$ cat src/rtl/mips_lite_mc_control_pkg.sv
`default_nettype none
// ============================================================================
// mips_lite_pkg : shared state, opcode and control encodings for the
//                 MIPS-lite multicycle controller.
// Revision 1.0
// ============================================================================
package mips_lite_pkg;

    typedef enum logic [3:0] {
        S_IDLE   = 4'd0,
        S_FETCH  = 4'd1,
        S_DECODE = 4'd2,
        S_MEMADR = 4'd3,
        S_MEMRD  = 4'd4,
        S_MEMWB  = 4'd5,
        S_MEMWR  = 4'd6,
        S_EXEC   = 4'd7,
        S_ALUWB  = 4'd8,
        S_BRANCH = 4'd9,
        S_JUMP   = 4'd10,
        S_ADDIEX = 4'd11,
        S_ADDIWB = 4'd12
    } state_t;

    localparam logic [5:0] OP_RTYPE = 6'h00;
    localparam logic [5:0] OP_LW    = 6'h23;
    localparam logic [5:0] OP_SW    = 6'h2B;
    localparam logic [5:0] OP_BEQ   = 6'h04;
    localparam logic [5:0] OP_ADDI  = 6'h08;
    localparam logic [5:0] OP_J     = 6'h02;

    localparam logic [1:0] ALU_ADD   = 2'b00;
    localparam logic [1:0] ALU_SUB   = 2'b01;
    localparam logic [1:0] ALU_FUNCT = 2'b10;

    localparam logic [1:0] PC_ALU    = 2'b00;
    localparam logic [1:0] PC_ALUOUT = 2'b01;
    localparam logic [1:0] PC_JUMP   = 2'b10;

    localparam logic [1:0] SRCB_B     = 2'b00;
    localparam logic [1:0] SRCB_FOUR  = 2'b01;
    localparam logic [1:0] SRCB_IMM   = 2'b10;
    localparam logic [1:0] SRCB_IMMSH = 2'b11;

    // *_rdy / *_zero fields are qualified by the live mem_ready / zero inputs
    typedef struct packed {
        logic       iord;
        logic       mem_read;
        logic       mem_write;
        logic       ir_write_rdy;
        logic       pc_en;
        logic       pc_en_rdy;
        logic       pc_en_zero;
        logic [1:0] pc_src;
        logic       alu_src_a;
        logic [1:0] alu_src_b;
        logic [1:0] alu_op;
        logic       reg_dst;
        logic       mem_to_reg;
        logic       reg_write;
        logic       done;
        logic       done_rdy;
    } ctrl_t;

    function automatic ctrl_t ctrl_for(state_t s);
        ctrl_t c;
        c = '0;
        case (s)
            S_FETCH: begin
                c.mem_read     = 1'b1;
                c.alu_src_b    = SRCB_FOUR;
                c.ir_write_rdy = 1'b1;
                c.pc_en_rdy    = 1'b1;
            end
            S_DECODE: c.alu_src_b = SRCB_IMMSH;
            S_MEMADR, S_ADDIEX: begin
                c.alu_src_a = 1'b1;
                c.alu_src_b = SRCB_IMM;
            end
            S_MEMRD: begin
                c.iord     = 1'b1;
                c.mem_read = 1'b1;
            end
            S_MEMWB: begin
                c.mem_to_reg = 1'b1;
                c.reg_write  = 1'b1;
                c.done       = 1'b1;
            end
            S_MEMWR: begin
                c.iord      = 1'b1;
                c.mem_write = 1'b1;
                c.done_rdy  = 1'b1;
            end
            S_EXEC: begin
                c.alu_src_a = 1'b1;
                c.alu_op    = ALU_FUNCT;
            end
            S_ALUWB: begin
                c.reg_dst   = 1'b1;
                c.reg_write = 1'b1;
                c.done      = 1'b1;
            end
            S_ADDIWB: begin
                c.reg_write = 1'b1;
                c.done      = 1'b1;
            end
            S_BRANCH: begin
                c.alu_src_a  = 1'b1;
                c.alu_op     = ALU_SUB;
                c.pc_src     = PC_ALUOUT;
                c.pc_en_zero = 1'b1;
                c.done       = 1'b1;
            end
            S_JUMP: begin
                c.pc_src = PC_JUMP;
                c.pc_en  = 1'b1;
                c.done   = 1'b1;
            end
            default: c = '0;
        endcase
        return c;
    endfunction

endpackage
`default_nettype wire

$ cat src/rtl/mips_lite_mc_control_if.sv
`default_nettype none
// ============================================================================
// mips_lite_mc_control_if : controller <-> datapath/memory control bundle.
// Revision 1.0
// ============================================================================
interface mips_lite_mc_control_if;
    logic [5:0] op;
    logic       zero;
    logic       mem_ready;
    logic       iord;
    logic       mem_read;
    logic       mem_write;
    logic       ir_write;
    logic       pc_en;
    logic [1:0] pc_src;
    logic       alu_src_a;
    logic [1:0] alu_src_b;
    logic [1:0] alu_op;
    logic       reg_dst;
    logic       mem_to_reg;
    logic       reg_write;
    logic       instr_done;
    logic       illegal_op;
    logic       bus_error;
    logic [3:0] state;

    modport master (
        input  op, zero, mem_ready,
        output iord, mem_read, mem_write, ir_write, pc_en, pc_src,
               alu_src_a, alu_src_b, alu_op, reg_dst, mem_to_reg,
               reg_write, instr_done, illegal_op, bus_error, state
    );

    modport slave (
        output op, zero, mem_ready,
        input  iord, mem_read, mem_write, ir_write, pc_en, pc_src,
               alu_src_a, alu_src_b, alu_op, reg_dst, mem_to_reg,
               reg_write, instr_done, illegal_op, bus_error, state
    );
endinterface
`default_nettype wire

$ cat src/rtl/mips_lite_mc_control_wait_timer.sv
`default_nettype none
// ============================================================================
// mips_lite_wait_timer : counts consecutive memory wait cycles, flags timeout.
// Revision 1.0
// ============================================================================
module mips_lite_wait_timer #(
    parameter int WAIT_LIMIT = 16
) (
    input  logic clock,
    input  logic resetn,
    input  logic hold,
    output logic timeout
);
    logic [4:0] r_count;

    // Fires on the wait cycle whose increment would bring the count to the limit
    assign timeout = hold && (r_count == 5'(WAIT_LIMIT - 1));

    always_ff @(posedge clock or negedge resetn) begin
        if (!resetn) begin
            r_count <= 5'd0;
        end else if (hold && !timeout) begin
            r_count <= r_count + 5'd1;
        end else begin
            r_count <= 5'd0;
        end
    end
endmodule
`default_nettype wire

$ cat src/rtl/mips_lite_mc_control.sv
`default_nettype none
// ============================================================================
// mips_lite_mc_control : multicycle control FSM for the MIPS-lite datapath.
// Revision 1.0
// ============================================================================
module mips_lite_mc_control
    import mips_lite_pkg::*;
#(
    parameter int WAIT_LIMIT = 16
) (
    input  logic                  clock,
    input  logic                  resetn,
    mips_lite_mc_control_if.master bus
);
    state_t r_state;
    state_t w_next;
    ctrl_t  r_ctrl;
    logic   r_illegal;
    logic   r_bus_error;
    logic   w_hold;
    logic   w_timeout;
    logic   w_bad_op;

    assign w_hold = ((r_state == S_FETCH) || (r_state == S_MEMRD) || (r_state == S_MEMWR))
                    && !bus.mem_ready;

    mips_lite_wait_timer #(
        .WAIT_LIMIT (WAIT_LIMIT)
    ) u_wait_timer (
        .clock   (clock),
        .resetn  (resetn),
        .hold    (w_hold),
        .timeout (w_timeout)
    );

    always_comb begin
        w_next   = r_state;
        w_bad_op = 1'b0;
        case (r_state)
            S_IDLE:   w_next = (r_illegal || r_bus_error) ? S_IDLE : S_FETCH;
            S_FETCH:  if (bus.mem_ready) w_next = S_DECODE;
                      else if (w_timeout) w_next = S_IDLE;
            S_DECODE: begin
                case (bus.op)
                    OP_RTYPE:     w_next = S_EXEC;
                    OP_LW, OP_SW: w_next = S_MEMADR;
                    OP_BEQ:       w_next = S_BRANCH;
                    OP_ADDI:      w_next = S_ADDIEX;
                    OP_J:         w_next = S_JUMP;
                    default: begin
                        w_bad_op = 1'b1;
                        w_next   = S_IDLE;
                    end
                endcase
            end
            S_MEMADR: w_next = (bus.op == OP_SW) ? S_MEMWR : S_MEMRD;
            S_MEMRD:  if (bus.mem_ready) w_next = S_MEMWB;
                      else if (w_timeout) w_next = S_IDLE;
            S_MEMWR:  if (bus.mem_ready) w_next = S_FETCH;
                      else if (w_timeout) w_next = S_IDLE;
            S_EXEC:   w_next = S_ALUWB;
            S_ADDIEX: w_next = S_ADDIWB;
            S_MEMWB, S_ALUWB, S_ADDIWB, S_BRANCH, S_JUMP: w_next = S_FETCH;
            default:  w_next = S_IDLE;
        endcase
    end

    // Control word is registered for the state being entered
    always_ff @(posedge clock or negedge resetn) begin
        if (!resetn) begin
            r_state     <= S_IDLE;
            r_ctrl      <= '0;
            r_illegal   <= 1'b0;
            r_bus_error <= 1'b0;
        end else begin
            r_state <= w_next;
            r_ctrl  <= ctrl_for(w_next);
            if (w_bad_op)  r_illegal   <= 1'b1;
            if (w_timeout) r_bus_error <= 1'b1;
        end
    end

    assign bus.iord       = r_ctrl.iord;
    assign bus.mem_read   = r_ctrl.mem_read;
    assign bus.mem_write  = r_ctrl.mem_write;
    assign bus.ir_write   = r_ctrl.ir_write_rdy & bus.mem_ready;
    assign bus.pc_en      = r_ctrl.pc_en | (r_ctrl.pc_en_rdy & bus.mem_ready)
                          | (r_ctrl.pc_en_zero & bus.zero);
    assign bus.pc_src     = r_ctrl.pc_src;
    assign bus.alu_src_a  = r_ctrl.alu_src_a;
    assign bus.alu_src_b  = r_ctrl.alu_src_b;
    assign bus.alu_op     = r_ctrl.alu_op;
    assign bus.reg_dst    = r_ctrl.reg_dst;
    assign bus.mem_to_reg = r_ctrl.mem_to_reg;
    assign bus.reg_write  = r_ctrl.reg_write;
    assign bus.instr_done = r_ctrl.done | (r_ctrl.done_rdy & bus.mem_ready);
    assign bus.illegal_op = r_illegal;
    assign bus.bus_error  = r_bus_error;
    assign bus.state      = r_state;
endmodule
`default_nettype wire
$ cat src/flat_wrapper.sv
// flat-port wrapper written by rule: the top's interface ports become plain ports
module mips_lite_mc_control_flat import mips_lite_pkg::*;
#(
    parameter int WAIT_LIMIT = 16
)
  (clock, resetn, bus_op, bus_zero, bus_mem_ready, bus_iord, bus_mem_read, bus_mem_write, bus_ir_write, bus_pc_en, bus_pc_src, bus_alu_src_a, bus_alu_src_b, bus_alu_op, bus_reg_dst, bus_mem_to_reg, bus_reg_write, bus_instr_done, bus_illegal_op, bus_bus_error, bus_state);
  mips_lite_mc_control_if bus_i ();
  input  logic clock;
  input  logic resetn;
  input wire logic [$bits(bus_i.op)-1:0] bus_op;
  input wire logic [$bits(bus_i.zero)-1:0] bus_zero;
  input wire logic [$bits(bus_i.mem_ready)-1:0] bus_mem_ready;
  output wire logic [$bits(bus_i.iord)-1:0] bus_iord;
  output wire logic [$bits(bus_i.mem_read)-1:0] bus_mem_read;
  output wire logic [$bits(bus_i.mem_write)-1:0] bus_mem_write;
  output wire logic [$bits(bus_i.ir_write)-1:0] bus_ir_write;
  output wire logic [$bits(bus_i.pc_en)-1:0] bus_pc_en;
  output wire logic [$bits(bus_i.pc_src)-1:0] bus_pc_src;
  output wire logic [$bits(bus_i.alu_src_a)-1:0] bus_alu_src_a;
  output wire logic [$bits(bus_i.alu_src_b)-1:0] bus_alu_src_b;
  output wire logic [$bits(bus_i.alu_op)-1:0] bus_alu_op;
  output wire logic [$bits(bus_i.reg_dst)-1:0] bus_reg_dst;
  output wire logic [$bits(bus_i.mem_to_reg)-1:0] bus_mem_to_reg;
  output wire logic [$bits(bus_i.reg_write)-1:0] bus_reg_write;
  output wire logic [$bits(bus_i.instr_done)-1:0] bus_instr_done;
  output wire logic [$bits(bus_i.illegal_op)-1:0] bus_illegal_op;
  output wire logic [$bits(bus_i.bus_error)-1:0] bus_bus_error;
  output wire logic [$bits(bus_i.state)-1:0] bus_state;
  assign bus_i.op = bus_op;
  assign bus_i.zero = bus_zero;
  assign bus_i.mem_ready = bus_mem_ready;
  assign bus_iord = bus_i.iord;
  assign bus_mem_read = bus_i.mem_read;
  assign bus_mem_write = bus_i.mem_write;
  assign bus_ir_write = bus_i.ir_write;
  assign bus_pc_en = bus_i.pc_en;
  assign bus_pc_src = bus_i.pc_src;
  assign bus_alu_src_a = bus_i.alu_src_a;
  assign bus_alu_src_b = bus_i.alu_src_b;
  assign bus_alu_op = bus_i.alu_op;
  assign bus_reg_dst = bus_i.reg_dst;
  assign bus_mem_to_reg = bus_i.mem_to_reg;
  assign bus_reg_write = bus_i.reg_write;
  assign bus_instr_done = bus_i.instr_done;
  assign bus_illegal_op = bus_i.illegal_op;
  assign bus_bus_error = bus_i.bus_error;
  assign bus_state = bus_i.state;
  mips_lite_mc_control #(.WAIT_LIMIT(WAIT_LIMIT)) u_core (.clock(clock), .resetn(resetn), .bus(bus_i));
endmodule
$ cat config.mk
export PLATFORM = sky130hd
export DESIGN_NAME = mips_lite_mc_control_flat
export DESIGN_NICKNAME = d
export VERILOG_FILES = /design/src/rtl/mips_lite_mc_control_pkg.sv /design/src/rtl/mips_lite_mc_control_if.sv /design/src/rtl/mips_lite_mc_control_wait_timer.sv /design/src/rtl/mips_lite_mc_control.sv /design/src/flat_wrapper.sv
export SDC_FILE = /design/constraint.sdc
export NUM_CORES = 1
export LEC_CHECK = 0
export BUFFER_PORTS_ARGS = -buffer_cell sky130_fd_sc_hd__buf_2
export CELL_PAD_IN_SITES_DETAIL_PLACEMENT = 2
export CELL_PAD_IN_SITES_GLOBAL_PLACEMENT = 2
export CORE_MARGIN = 5
export CORE_UTILIZATION = 32
export CTS_CLUSTER_DIAMETER = 60
export CTS_CLUSTER_SIZE = 24
export DETAILED_ROUTE_END_ITERATION = 6
export GPL_TIMING_DRIVEN = 0
export PLACE_DENSITY_LB_ADDON = 0.1
export SLEW_MARGIN = 20
export SYNTH_ARGS = -nofsm -noshare
export SYNTH_HDL_FRONTEND = slang
export SYNTH_SLANG_ARGS = --single-unit
$ cat constraint.sdc
create_clock -name clock -period 2.9 [get_ports clock]
set_clock_uncertainty 0.15 [all_clocks]
set_input_delay 0.58 -clock clock [delete_from_list [all_inputs] [get_ports clock]]
set_output_delay 0.58 -clock clock [all_outputs]
set_load 0.1 [all_outputs]
==> impl_metrics.toml <==
[power]
power_mw = 1.59
ir_worst_vdd_v = 0.000425
leakagePower_nw = 0.767
power.density_nw_per_um2 = 1030

[layout]
area_growth_pct = 18.8
finalInstanceArea_um2 = 1540
drive_gt1_share_pct = 29.7
diodes = 0
final_common_cell = "buf_2"
nNetsFinal = 169
fin_util_pct = 38.8
largest_register_ffs = 5
regMostFlops = "u_core.u_wait_timer.r_count"
layout_common_cells = "buf_2, dfrtp_1, nor2_1"

[timing]
maxSlewViolCount = 0
hold_slack_ns = 0.145
period_minus_slack_ns = 2.59
rsz0062_at_grt = "false"
final_hold_viol_count = 0
max_freq_mhz = 387
tightest_slew_ns = 0.985
setup_viol = 0
max_slew_margin_pct = 34.1
min_period_over_period_pct = 89.1

[detailed_routing]
dr.pass1.iters = 3
drtIter0Drc = 37
wl_per_cell_um = 16.9
wirelength_mm = 3.47
vias_per_cell = 5.15
ant_nets = 0
via_count = 1056
route.detailed.drc = 0

[logic_synthesis]
syn-num-nets = 136
synth_area_per_cell_um2 = 10.5
synth_edf_count = 0
synth-seq-cells = 26
seq_area_frac_synth_pct = 50.2
synth_area_um2 = 1300
async_reset_ff_share_pct = 100
synth_warnings = 0
synthCells = 124
synth_top_flop_cell = "dfrtp_1"
synth.distinct_cells = 48

[floorplan]
die_area_um2 = 5420
core-area_um2 = 3970
rows = 23
chipHeight_um = 73.6
initial_core_util_pct = 32.6
ios = 32
die_w_um = 73.6

[cts]
ctsHtreeMaxLevel = 1
cts_sinks = 26
post_cts_resized = 0
cts_setup_buffers = 0
cts.path.max_buffers = 2
hold_buffers = 0
clk_pin_slew_ns = 0.09
clkLatencyLatePin_ns = 0.27
cts_tree = "done"
clock-root-buffer = "clkbuf_8"
cts_buffers = 3

[global_routing]
grt_pass1_wl_mm = 5.96
grt_usage_pct = 14.4
antenna_found_initial = 0
grt_start_max_net_pins = 27
grt_pass1_vias = 1207
overflow = 0

[run_status]
status = "completed"

[critical_path]
path_max_fanout = 6
crit_arrival_ns = 2.59
critPathKind = "reg -> reg"
ff2ff_path_depth = 8
setup.worst_path.start_class = "register"
cp-end-kind = "register"
required_ns = 2.90

[placement]
post-dp-hpwl_mm = 2.58
place_area_um2 = 1500
port_buffers = 28
place_congestion = 0.744

[hold_path]
hp-class = "in -> async"

[run]
maxCapViolations = 0
==> report_power, final <==
| part | total, mW | leakage (nW) | switching (mW) | internal [mW] |
|---|---|---|---|---|
| sequential | 0.475 | 0.352 | 0.0440 | 0.431 |
| combinational | 0.908 | 0.393 | 0.711 | 0.197 |
| clock | 0.208 | 0.0216 | 0.115 | 0.0933 |
| total | 1.59 | 0.767 | 0.870 | 0.722 |
==> area by class of cell <==
class,count,area [µm²]
fill,447,2430
sequential,26,651
multi-input combinational,81,559
timing repair buffer,28,140
buffer,13,71.3
tap,50,62.6
clock buffer,3,41.3
inverter,4,15.0
==> final timing paths <==
path                                                     startpoint                                  endpoint  slack [ns]
max                        u_core.u_wait_timer.r_count[0]$_DFF_PN0_         u_core.bus.alu_src_b[0]$_DFF_PN0_        0.31
min                                                          resetn            u_core.bus.alu_op[1]$_DFF_PN0_        0.14
max reg2reg                u_core.u_wait_timer.r_count[0]$_DFF_PN0_         u_core.bus.alu_src_b[0]$_DFF_PN0_        0.31
min reg2reg                u_core.u_wait_timer.r_count[0]$_DFF_PN0_  u_core.u_wait_timer.r_count[0]$_DFF_PN0_        0.31
max in group asynchronous                                    resetn            u_core.bus.reg_write$_DFF_PN0_        2.06
min in group clock         u_core.u_wait_timer.r_count[0]$_DFF_PN0_  u_core.u_wait_timer.r_count[0]$_DFF_PN0_        0.31
==> routing by layer <==
metal | GRT usage [%] | vias up | share of wire [%]
li1 | - | 501 | -
met1 | 17.2 | 535 | 44
met2 | 26.1 | 15 | 52
met3 | 2.74 | 5 | 3.3
met4 | 4.23 | 0 | 1.1
met5 | 0 | - | 0
==> critical path: stages, from the launching register on <==
cell and delay, ns:
dfrtp_1 0.41, ha_1 0.23, and3_1 0.19, ha_1 0.21
nor2_1 0.26, a31oi_1 0.13, o32ai_1 0.51, or2_2 0.27
o21ai_0 0.09
==> cells by family after synthesis <==
logic type | Yosys count | synth area share [%]
AO/OA/AOI/OAI | 27 | 16.5
XOR/XNOR | 4 | 2.70
adder cells (fa/ha/maj) | 3 | 2.70
buffers and inverters | 17 | 6.66
flip-flops | 26 | 50.2
multiplexers | 1 | 0.869
AND/OR/NAND/NOR | 46 | 20.4
==> Yosys cell counts (2+ instances only) <==
cell type	instances	area (µm²)
a2111o_1	2	22.5
a21oi_1	5	25.0
a31o_2	2	17.5
and3_1	2	12.5
buf_4	6	45.0
clkbuf_1	6	22.5
dfrtp_1	26	651
ha_1	2	25.0
inv_1	4	15.0
nand2_1	5	18.8
nand2b_1	6	37.5
nand3_1	2	10.0
nor2_1	13	48.8
nor3_1	3	15.0
nor3b_1	2	15.0
o21ai_0	4	20.0
xnor2_1	2	17.5
xor2_1	2	17.5
==> per-stage QoR <==
stage | worst slack (ns) | TNS [ns] | std cells
after detailed placement | -0.0414 | -0.0414 | 202
after floorplan | 0.0614 | 0 | 124
after CTS | 0.258 | 0 | 205
final | 0.315 | 0 | 205
after global placement | 0.0776 | 0 | 202
after global routing | 0.0987 | 0 | 205
(Power assumes the default switching activity.)
